==> src/rtl/elbeth_pipeline_pkg.sv <==
// Shared definitions for the ELBETH pipeline control path: exception FSM states,
// PC source encodings and exception cause codes (also used by elbeth_if_id_register).
package elbeth_pipeline_pkg;

    typedef enum logic [1:0] {
        ST_RUN      = 2'd0,
        ST_DRAIN    = 2'd1,
        ST_REDIRECT = 2'd2
    } exc_state_e;

    typedef logic [1:0] pc_sel_t;
    typedef logic [3:0] exc_cause_t;

    localparam pc_sel_t PC_SEL_SEQ    = 2'd0;
    localparam pc_sel_t PC_SEL_BRANCH = 2'd1;
    localparam pc_sel_t PC_SEL_EXC    = 2'd2;

    localparam exc_cause_t EXC_INSTR_MISALIGN = 4'h0;
    localparam exc_cause_t EXC_INSTR_FAULT    = 4'h1;
    localparam exc_cause_t EXC_ILLEGAL_INSTR  = 4'h2;
    localparam exc_cause_t EXC_BREAKPOINT     = 4'h3;
    localparam exc_cause_t EXC_LOAD_MISALIGN  = 4'h4;
    localparam exc_cause_t EXC_LOAD_FAULT     = 4'h5;
    localparam exc_cause_t EXC_STORE_MISALIGN = 4'h6;
    localparam exc_cause_t EXC_STORE_FAULT    = 4'h7;
    localparam exc_cause_t EXC_ECALL          = 4'h8;

endpackage

==> src/rtl/elbeth_hazard_detect.sv <==
// Load-use hazard compare: a load in EX whose destination feeds either ID source.
// x0 is hardwired to zero, so it never creates a dependency.
module elbeth_hazard_detect #(
    parameter int REG_ADDR_W = 5
) (
    input  logic [REG_ADDR_W-1:0] id_rs1_addr,
    input  logic [REG_ADDR_W-1:0] id_rs2_addr,
    input  logic [REG_ADDR_W-1:0] ex_rd_addr,
    input  logic                  ex_mem_read,
    output logic                  load_use_o
);

    assign load_use_o = ex_mem_read && (ex_rd_addr != '0) &&
                        ((ex_rd_addr == id_rs1_addr) || (ex_rd_addr == id_rs2_addr));

endmodule

==> src/rtl/elbeth_pipeline_ctrl.sv <==
// Stall/flush sequencer for the five-stage ELBETH pipeline; exception entry runs
// through RUN -> (DRAIN) -> REDIRECT, and cycles with the PC held are counted.
module elbeth_pipeline_ctrl
    import elbeth_pipeline_pkg::*;
#(
    parameter int EXC_DRAIN_MAX = 15,
    parameter int REG_ADDR_W    = 5
) (
    input  logic                  clk,
    input  logic                  rst,
    input  logic                  if_imem_ready,
    input  logic                  mem_dmem_ready,
    input  logic [REG_ADDR_W-1:0] id_rs1_addr,
    input  logic [REG_ADDR_W-1:0] id_rs2_addr,
    input  logic [REG_ADDR_W-1:0] ex_rd_addr,
    input  logic                  ex_mem_read,
    input  logic                  ex_branch_taken,
    input  logic                  ex_mdu_busy,
    input  logic                  mem_except_valid,
    input  logic [3:0]            mem_except_source,
    output logic                  pc_stall,
    output logic                  if_id_stall,
    output logic                  if_id_flush,
    output logic                  id_ex_stall,
    output logic                  id_ex_flush,
    output logic                  ex_mem_stall,
    output logic                  ex_mem_flush,
    output logic                  mem_wb_flush,
    output logic [1:0]            pc_sel,
    output logic [3:0]            except_cause,
    output logic                  except_pending,
    output logic [31:0]           stall_count
);

    exc_state_e state_q, state_d;
    exc_cause_t cause_q, cause_d;
    logic [3:0] drain_q, drain_d;
    logic [31:0] stall_count_q;
    logic load_use;

    elbeth_hazard_detect #(
        .REG_ADDR_W (REG_ADDR_W)
    ) u_hazard (
        .id_rs1_addr (id_rs1_addr),
        .id_rs2_addr (id_rs2_addr),
        .ex_rd_addr  (ex_rd_addr),
        .ex_mem_read (ex_mem_read),
        .load_use_o  (load_use)
    );

    always_comb begin
        state_d      = state_q;
        cause_d      = cause_q;
        drain_d      = drain_q;
        pc_stall     = 1'b0;
        if_id_stall  = 1'b0;
        if_id_flush  = 1'b0;
        id_ex_stall  = 1'b0;
        id_ex_flush  = 1'b0;
        ex_mem_stall = 1'b0;
        ex_mem_flush = 1'b0;
        mem_wb_flush = 1'b0;
        pc_sel       = PC_SEL_SEQ;

        unique case (state_q)
            ST_RUN: begin
                drain_d = '0;
                if (mem_except_valid) begin
                    cause_d      = mem_except_source;
                    pc_stall     = 1'b1;
                    if_id_flush  = 1'b1;
                    id_ex_flush  = 1'b1;
                    ex_mem_flush = 1'b1;
                    state_d      = mem_dmem_ready ? ST_REDIRECT : ST_DRAIN;
                end else if (!mem_dmem_ready) begin
                    pc_stall     = 1'b1;
                    if_id_stall  = 1'b1;
                    id_ex_stall  = 1'b1;
                    ex_mem_stall = 1'b1;
                    mem_wb_flush = 1'b1;
                end else if (ex_mdu_busy) begin
                    pc_stall     = 1'b1;
                    if_id_stall  = 1'b1;
                    id_ex_stall  = 1'b1;
                    ex_mem_flush = 1'b1;
                end else if (ex_branch_taken) begin
                    pc_sel       = PC_SEL_BRANCH;
                    if_id_flush  = 1'b1;
                    id_ex_flush  = 1'b1;
                end else if (load_use) begin
                    pc_stall     = 1'b1;
                    if_id_stall  = 1'b1;
                    id_ex_flush  = 1'b1;
                end else if (!if_imem_ready) begin
                    pc_stall     = 1'b1;
                    if_id_flush  = 1'b1;
                end
            end
            ST_DRAIN: begin
                // Further exceptions are ignored here so the first cause survives.
                pc_stall     = 1'b1;
                if_id_flush  = 1'b1;
                id_ex_flush  = 1'b1;
                ex_mem_flush = 1'b1;
                drain_d      = drain_q + 4'd1;
                if (mem_dmem_ready || (drain_d == 4'(EXC_DRAIN_MAX))) begin
                    state_d = ST_REDIRECT;
                end
            end
            ST_REDIRECT: begin
                pc_sel       = PC_SEL_EXC;
                if_id_flush  = 1'b1;
                id_ex_flush  = 1'b1;
                ex_mem_flush = 1'b1;
                mem_wb_flush = 1'b1;
                drain_d      = '0;
                state_d      = ST_RUN;
            end
            default: begin
                state_d = ST_RUN;
                drain_d = '0;
            end
        endcase

        // Reset flushes every stage register and suppresses any pending redirect.
        if (rst) begin
            pc_stall     = 1'b0;
            if_id_stall  = 1'b0;
            id_ex_stall  = 1'b0;
            ex_mem_stall = 1'b0;
            if_id_flush  = 1'b1;
            id_ex_flush  = 1'b1;
            ex_mem_flush = 1'b1;
            mem_wb_flush = 1'b1;
            pc_sel       = PC_SEL_SEQ;
        end
    end

    assign except_pending = !rst && (state_q != ST_RUN);
    assign except_cause   = rst ? 4'h0 : cause_q;
    assign stall_count    = stall_count_q;

    always_ff @(posedge clk) begin
        if (rst) begin
            state_q       <= ST_RUN;
            cause_q       <= '0;
            drain_q       <= '0;
            stall_count_q <= '0;
        end else begin
            state_q       <= state_d;
            cause_q       <= cause_d;
            drain_q       <= drain_d;
            stall_count_q <= stall_count_q + {31'd0, pc_stall};
        end
    end

endmodule

==> config.mk <==
export PLATFORM = sky130hd
export DESIGN_NAME = elbeth_pipeline_ctrl
export DESIGN_NICKNAME = d
export VERILOG_FILES = /design/src/rtl/elbeth_pipeline_pkg.sv /design/src/rtl/elbeth_hazard_detect.sv /design/src/rtl/elbeth_pipeline_ctrl.sv
export SDC_FILE = /design/constraint.sdc
export NUM_CORES = 1
export LEC_CHECK = 0
export BUFFER_PORTS_ARGS = -buffer_cell sky130_fd_sc_hd__buf_2
export CAP_MARGIN = 10
export CORE_ASPECT_RATIO = 1.4
export CORE_MARGIN = 2
export CORE_UTILIZATION = 45
export DETAILED_ROUTE_END_ITERATION = 8
export GPL_ROUTABILITY_DRIVEN = 0
export GPL_TIMING_DRIVEN = 0
export PLACE_DENSITY = 0.72
export SYNTH_ARGS = -nofsm -noshare
export SYNTH_HDL_FRONTEND = slang
export SYNTH_SLANG_ARGS = --single-unit
==> constraint.sdc <==
create_clock -name clk -period 8.8 [get_ports clk]
set_clock_uncertainty 0.05 [all_clocks]
set_input_delay 0 -clock clk [delete_from_list [all_inputs] [get_ports clk]]
set_output_delay 0 -clock clk [all_outputs]
set_load 0.01 [all_outputs]
# --- Word level (Yosys, flattened, before mapping) ---
# Index checks and enable logic that the tools add are counted.
word_totals:
  out_inout_bits: 47
  ff_bits: 42
  in_bits: 27
  wordCells: 81
classes:
  mux: 54
  bitwise: 1
  n_eq_ne: 7
  reduce_logical: 13
  add_sub_neg: 2
ops:
  columns: ["operator", "count"]
  rows:
  - ["2-to-1 mux 1 bit", 42]
  - ["adder 32 x 1 -> 32 bit", 1]
  - ["equality test 5 bit", 2]
  - ["one-hot mux 1 bit (2 select lines)", 5]
  - ["2-to-1 mux 2 bit", 4]
  - ["one-hot mux 2 bit (2 select lines)", 2]
  - ["nonzero test 5 bit", 1]
  - ["adder 4 x 1 -> 4 bit, second input constant", 1]
  - ["equality test 4 bit, second input constant", 1]
  - ["2-to-1 mux 4 bit", 1]
  - ["!= test 2 bit, second input constant", 2]
  - ["AND reduction 2 bit", 2]
  - ["OR reduction 2 bit", 2]
  - ["logical AND 1 bit", 3]
  - ["equality test 2 x 1 -> 1 bit, second input constant", 1]
  - ["equality test 2 bit, second input constant", 1]
  - ["zero test 2 bit", 1]
  - ["logical OR 1 bit", 2]
  - ["nonzero test 2 bit", 1]
  - ["zero test 1 bit", 1]
  - ["NOT 1 bit", 1]

# --- Longest topological paths before layout ---
logic_depth:
  ltp_word: 11
  ltp_mapped: 13

# --- By module ---
# A second synthesis with hierarchy kept.
unflattened:
  cells_unflattened: 278
  area_unflattened_um2: 2321.0
modules_own_cells:
  columns: ["mod", "instances", "cells_each", "area_each_um2", "seq_area_each_um2"]
  rows:
  - ["elbeth_pipeline_ctrl", 1, 261, 2195.9, 840.8]
  - ["elbeth_hazard_detect", 1, 17, 125.1, 0.0]

# --- Least setup slack after synthesis ---
# Ideal clock, no wire load.
synth_path:
  kind: "reg2reg"
  start: "register state_q[0]"
  end: "register stall_count_q[22], in the netlist stall_count[22]"
  path_stages_with_launch: 14
  arrival_ps: 2951
  setup_slack_ps: 5675
  required_ps: 8627
  cell_sequence: "dfxtp_1 > inv_1 > ha_1 > nor2_1 > nor2_1 > nand2_1 > o31ai_1 > ha_1 > ha_1 > and4_1 > buf_4 > nand2_4 > or4b_1 > mux2_1"
synth_via:
  elab_chain_cells: 4
  word_cells_on_any_way: 5
  classes_between: "add/sub (1); eq/ne (1); mux (2); reduce/logical (1)"
synth_lines:
  columns: ["element", "line", "text"]
  rows:
  - ["from (decl)", "elbeth_pipeline_ctrl.sv:35", "exc_state_e state_q, state_d;"]
  - ["from (signal assigned)", "elbeth_pipeline_ctrl.sv:150", "state_q <= state_d;"]
  - ["equality test 2 x 1 -> 1 bit / zero test 2 bit (equally long branches)", "elbeth_pipeline_ctrl.sv:65", "unique case (state_q)"]
  - ["one-hot mux 1 bit (2 select lines) (*)", "elbeth_pipeline_ctrl.sv:65", null]
  - ["2-to-1 mux 1 bit (*)", "elbeth_pipeline_ctrl.sv:126", "if (rst) begin"]
  - ["via pc_stall", "elbeth_pipeline_ctrl.sv:21", "output logic pc_stall,"]
  - ["adder 32 x 1 -> 32 bit (*)", "elbeth_pipeline_ctrl.sv:153", "stall_count_q <= stall_count_q + {31'd0, pc_stall};"]
  - ["to (signal assigned)", "elbeth_pipeline_ctrl.sv:153", null]
  - ["to (decl)", "elbeth_pipeline_ctrl.sv:38", "logic [31:0] stall_count_q;"]
# The timed path passes the listed nets; every way through them passes the cells marked *.
# A chain may end at the register's enable or synchronous reset.

# --- Final worst setup path ---
layout_path:
  start: "register state_q[0]"
  end: "register stall_count_q[22], in the netlist stall_count[22]"
layout_via:
  elab_chain_cells: 4
  word_cells_on_any_way: 5
  classes_between: "add/sub (1); eq/ne (1); mux (2); reduce/logical (1)"
layout_lines:
  columns: ["element", "line"]
  rows:
  - ["equality test 2 x 1 -> 1 bit / zero test 2 bit (equally long branches)", "elbeth_pipeline_ctrl.sv:65"]
  - ["one-hot mux 1 bit (2 select lines) (*)", "elbeth_pipeline_ctrl.sv:65"]
  - ["2-to-1 mux 1 bit (*)", "elbeth_pipeline_ctrl.sv:126"]
  - ["adder 32 x 1 -> 32 bit (*)", "elbeth_pipeline_ctrl.sv:153"]
# Mark *: on every way between the ends. The rest lies on a longest branch, timed or not.

==> metrics.txt <==
Yosys warning count 0; area of the multi-input gates approximately 1500 um^2; top cells by area, synth sky130_fd_sc_hd__dfxtp_1 35%, sky130_fd_sc_hd__xor2_1 6.5%, sky130_fd_sc_hd__nor2_1 4.9%; Site Rows 31; slowest stage cell, crit path sky130_fd_sc_hd__or4b_1; top cell type by total area after synthesis sky130_fd_sc_hd__dfxtp_1; number of antenna cells inserted 0; total number of vias approximately 2.4k; status finished, final reports clean; worst min path class in2reg; Data required, critical path 8.94 ns; hold path startpoint mem_dmem_ready; shortest clock period the worst path allows after layout approximately 3.3 ns; largest net degree at the start of global routing 14; top cells by count, synth 42 x sky130_fd_sc_hd__dfxtp_1, 32 x sky130_fd_sc_hd__nor2_1, 22 x sky130_fd_sc_hd__nand2_1; # clock sinks 42; sum of negative setup slack 0 ns; global-route wire length before repair roughly 10 mm; Slew Viols, Final 0; final count of hold timing violations 0; period utilization a little under two fifths; kind of cell with the highest combined delay on the critical path simple AND/OR/NAND/NOR gates; maximum clock path buffer count 2; kind of critical path reg2reg; number of enable flip-flop cells after synthesis 0; clock-pin slew reported for the worst setup and hold paths after clock tree synthesis roughly 0.09 ns; Yosys cell types between 40 and 50; # Max-Cap Violations 0; maximum achievable frequency slightly above 300 MHz; cell with the most instances after synthesis sky130_fd_sc_hd__dfxtp_1; power dissipated by switching net loads just over 100 uW; buffers and inverters on the worst path 2; logic depth of the worst path, buffers included 13; Final Net Count between 400 and 500; fraction of synthesis flops using an asynchronous set or reset pin 0%; H-tree level count 2; sum of overflow across all layers after global routing 0; Setup WS post-layout between 5 and 6 ns; die boundary width about 66 um; relative area change from synthesis to final layout 23.5%; highest net fanout along the worst path 8; crit-path most repeated cell sky130_fd_sc_hd__ha_1; dominant synthesized flop cell sky130_fd_sc_hd__dfxtp_1; cells after synthesis a little under 300; clock network power share approximately 34%; worst slack at placement roughly 5.4 ns; endpoint of the lowest-slack register-to-register path stall_count[22]; top sig layer met4; post-synth net total about 330; sequential cell area approximately 840 um^2; Cell Area, Synth about 2400 um^2; IO Pins between 70 and 80; internal power consumption roughly 280 uW; flip-flop and latch count after synthesis between 40 and 50; number of antenna violations at the first check in global routing 0; worst-margin pin slew about 0.52 ns; drt wl/cell roughly 13 um; met2 layer wire length in the routed design roughly 3.1 mm; non-filler instance count after layout between 400 and 500; worst-case headroom to the max-slew limit between 60% and 70%; Worst setup EP type flip-flop; Resized Gates After CTS 0; Die Y-Extent 91.0 um; clock root buffer sky130_fd_sc_hd__clkbuf_8; detailed-routed wire length on met3 roughly 320 um; fill cell total of the finished layout roughly 510; met1 WL 2.46 mm; data arrival at the endpoint of the critical path 3.44 ns; standard cell core area roughly 5200 um^2; critical path capture point stall_count[22]; Routed WL approximately 5.9 mm; PD cells roughly 130 nW/um^2; number of detailed-route iterations in the first pass 4; R2R setup slack 5.50 ns; Clk Latency, worst-skew pair roughly 0.29 ns; cell breakdown of the critical path inv_1, ha_1, nor2_1, nor2_1, nand2_1, o31ai_1, ha_1, ha_1, and4_1, buf_4, nand2_4, or4b_1, mux2_1; portion of total power attributed to sequential cells between 50% and 60%; r2r startpoint state_q[0]; Critical Path Start Type flip-flop; DRT antenna net count 0; share of post-route cells with drive strength above 1 roughly a quarter; Leak 0.00128 uW; CTS Hold Buffers Added 4; maximum ir drop on the vdd rail ~0.076 mV; total half-perimeter wirelength after legalization and detailed placement 4.55 mm; vias in the first global route roughly 2.3k; GRT Total Usage about a fifth; final number of setup-violating endpoints 0; number of cells in the design after placement around 430; startpoint of the worst setup timing path state_q[0]; DR DRC count 0; Worst path max stage delay 0.53 ns; routed vias/inst about 5.5; Initial DRC Count 108; clock tree from TritonCTS done; overall die area 6020 um^2; setup repair after global routing missed its margin no; post-synthesis area per instance about 8 um^2; logic depth of the worst register-to-register path 13; Synth top area share roughly a third; register area share after synthesis ~35%; setup bufs post-CTS 0; number of buffers added by the clock tree synthesis step 5; starting utilization of the core area 46.8%; Switching Share a little over a quarter; buffers added on ports between 70 and 80; combinational cell fraction of total power 14.8%
## state kept, by name, indices dropped and copies added, names as in the netlist
register / flops
stall_count: 32
drain_q: 4
cause_q: 4
state_q: 2
## cell usage in the layout (no fill, tap or decap), types with 2 or more instances in the layout
master / netlist / layout
sky130_fd_sc_hd__buf_2: 1 / 72
sky130_fd_sc_hd__buf_1: 2 / 2
sky130_fd_sc_hd__nor2_1: 32 / 32
sky130_fd_sc_hd__nand3_1: 18 / 18
sky130_fd_sc_hd__and4_1: 3 / 3
sky130_fd_sc_hd__nor4_1: 3 / 3
sky130_fd_sc_hd__mux2_1: 2 / 2
sky130_fd_sc_hd__clkbuf_1: 10 / 10
sky130_fd_sc_hd__o21ai_0: 9 / 9
sky130_fd_sc_hd__dlygate4sd3_1: 0 / 4
sky130_fd_sc_hd__inv_1: 13 / 13
sky130_fd_sc_hd__mux2_2: 5 / 5
sky130_fd_sc_hd__nand2_1: 22 / 22
sky130_fd_sc_hd__o311ai_1: 2 / 2
sky130_fd_sc_hd__dfxtp_1: 42 / 42
sky130_fd_sc_hd__and3_1: 3 / 3
sky130_fd_sc_hd__o311ai_0: 3 / 3
sky130_fd_sc_hd__or4_1: 8 / 8
sky130_fd_sc_hd__or3_1: 4 / 4
sky130_fd_sc_hd__ha_1: 9 / 9
sky130_fd_sc_hd__nand3b_1: 2 / 2
sky130_fd_sc_hd__a211o_1: 2 / 2
sky130_fd_sc_hd__o31ai_1: 8 / 8
sky130_fd_sc_hd__xnor2_1: 4 / 4
sky130_fd_sc_hd__nor2b_1: 14 / 14
sky130_fd_sc_hd__nor3_1: 8 / 8
sky130_fd_sc_hd__a21oi_1: 15 / 15
sky130_fd_sc_hd__or2_2: 4 / 4
sky130_fd_sc_hd__xor2_1: 18 / 18
sky130_fd_sc_hd__o41ai_1: 6 / 6
sky130_fd_sc_hd__nand4_1: 5 / 5
sky130_fd_sc_hd__clkbuf_8: 0 / 6
## tightest hold or removal path, cell delays in order
cell and delay (ns):
sky130_fd_sc_hd__buf_2 0.16, sky130_fd_sc_hd__nor2_1 0.06, sky130_fd_sc_hd__o31ai_1 0.06, sky130_fd_sc_hd__a31oi_1 0.07
## layout make-up
class / instances / area share, %
Multi-Input combinational cell: 227 / 49.4
Sequential cell: 42 / 28.0
Timing Repair Buffer: 75 / 13.2
Clock buffer: 6 / 2.75
Tap cell: 66 / 2.75
Buffer: 14 / 1.91
Inverter: 13 / 1.62
Clock inverter: 2 / 0.416
## worst min-delay path by stage
stage / end / slack (ns) / cells after the start
after floorplan: ex_mem_stall / -0.002 / 1
after global placement: cause_q[1] / 0.21 / 3
after detailed placement: cause_q[2] / 0.21 / 3
after CTS: state_q[0] / 0.06 / 4
after global routing: state_q[0] / 0.09 / 4
final: state_q[0] / 0.07 / 4
## layer usage
metal,up-vias,GRT usage (%)
li1,1231,-
met1,1122,24.3
met2,71,37.3
met3,5,3.97
met4,0,4.25
met5,-,0
## power by group through the flow
stage	logic, uW	clock network [uW]	registers (uW)
after floorplan	34.0	0	201
after global placement	55.0	0	201
after detailed placement	55.6	0	201
after CTS	57.2	133	196
after global routing	63.9	141	197
final	57.0	131	196
## through the flow
stage / hold WS, ns / total power, uW / cell area [um^2] / utilization (%)
after floorplan: -0.00247 / 235 / 2430 / -
after global placement: 0.206 / 256 / 2870 / 55.2
after detailed placement: 0.213 / 256 / 2870 / 55.2
after CTS: 0.0589 / 386 / 3010 / 57.8
after global routing: 0.0866 / 402 / 3010 / 57.8
final: 0.0699 / 384 / 3010 / 57.8
## cells by family after synthesis
| kind of cell | count (synthesis) | synth area share, % |
|---|---|---|
| AO/OA/AOI/OAI | 53 | 14.9 |
| adder cells (fa/ha/maj) | 9 | 4.63 |
| flip-flops | 42 | 34.6 |
| AND/OR/NAND/NOR | 136 | 30.4 |
| buffers and inverters | 27 | 4.37 |
| multiplexers | 7 | 3.24 |
| XOR/XNOR | 22 | 7.92 |
(Power assumes the default switching activity.)
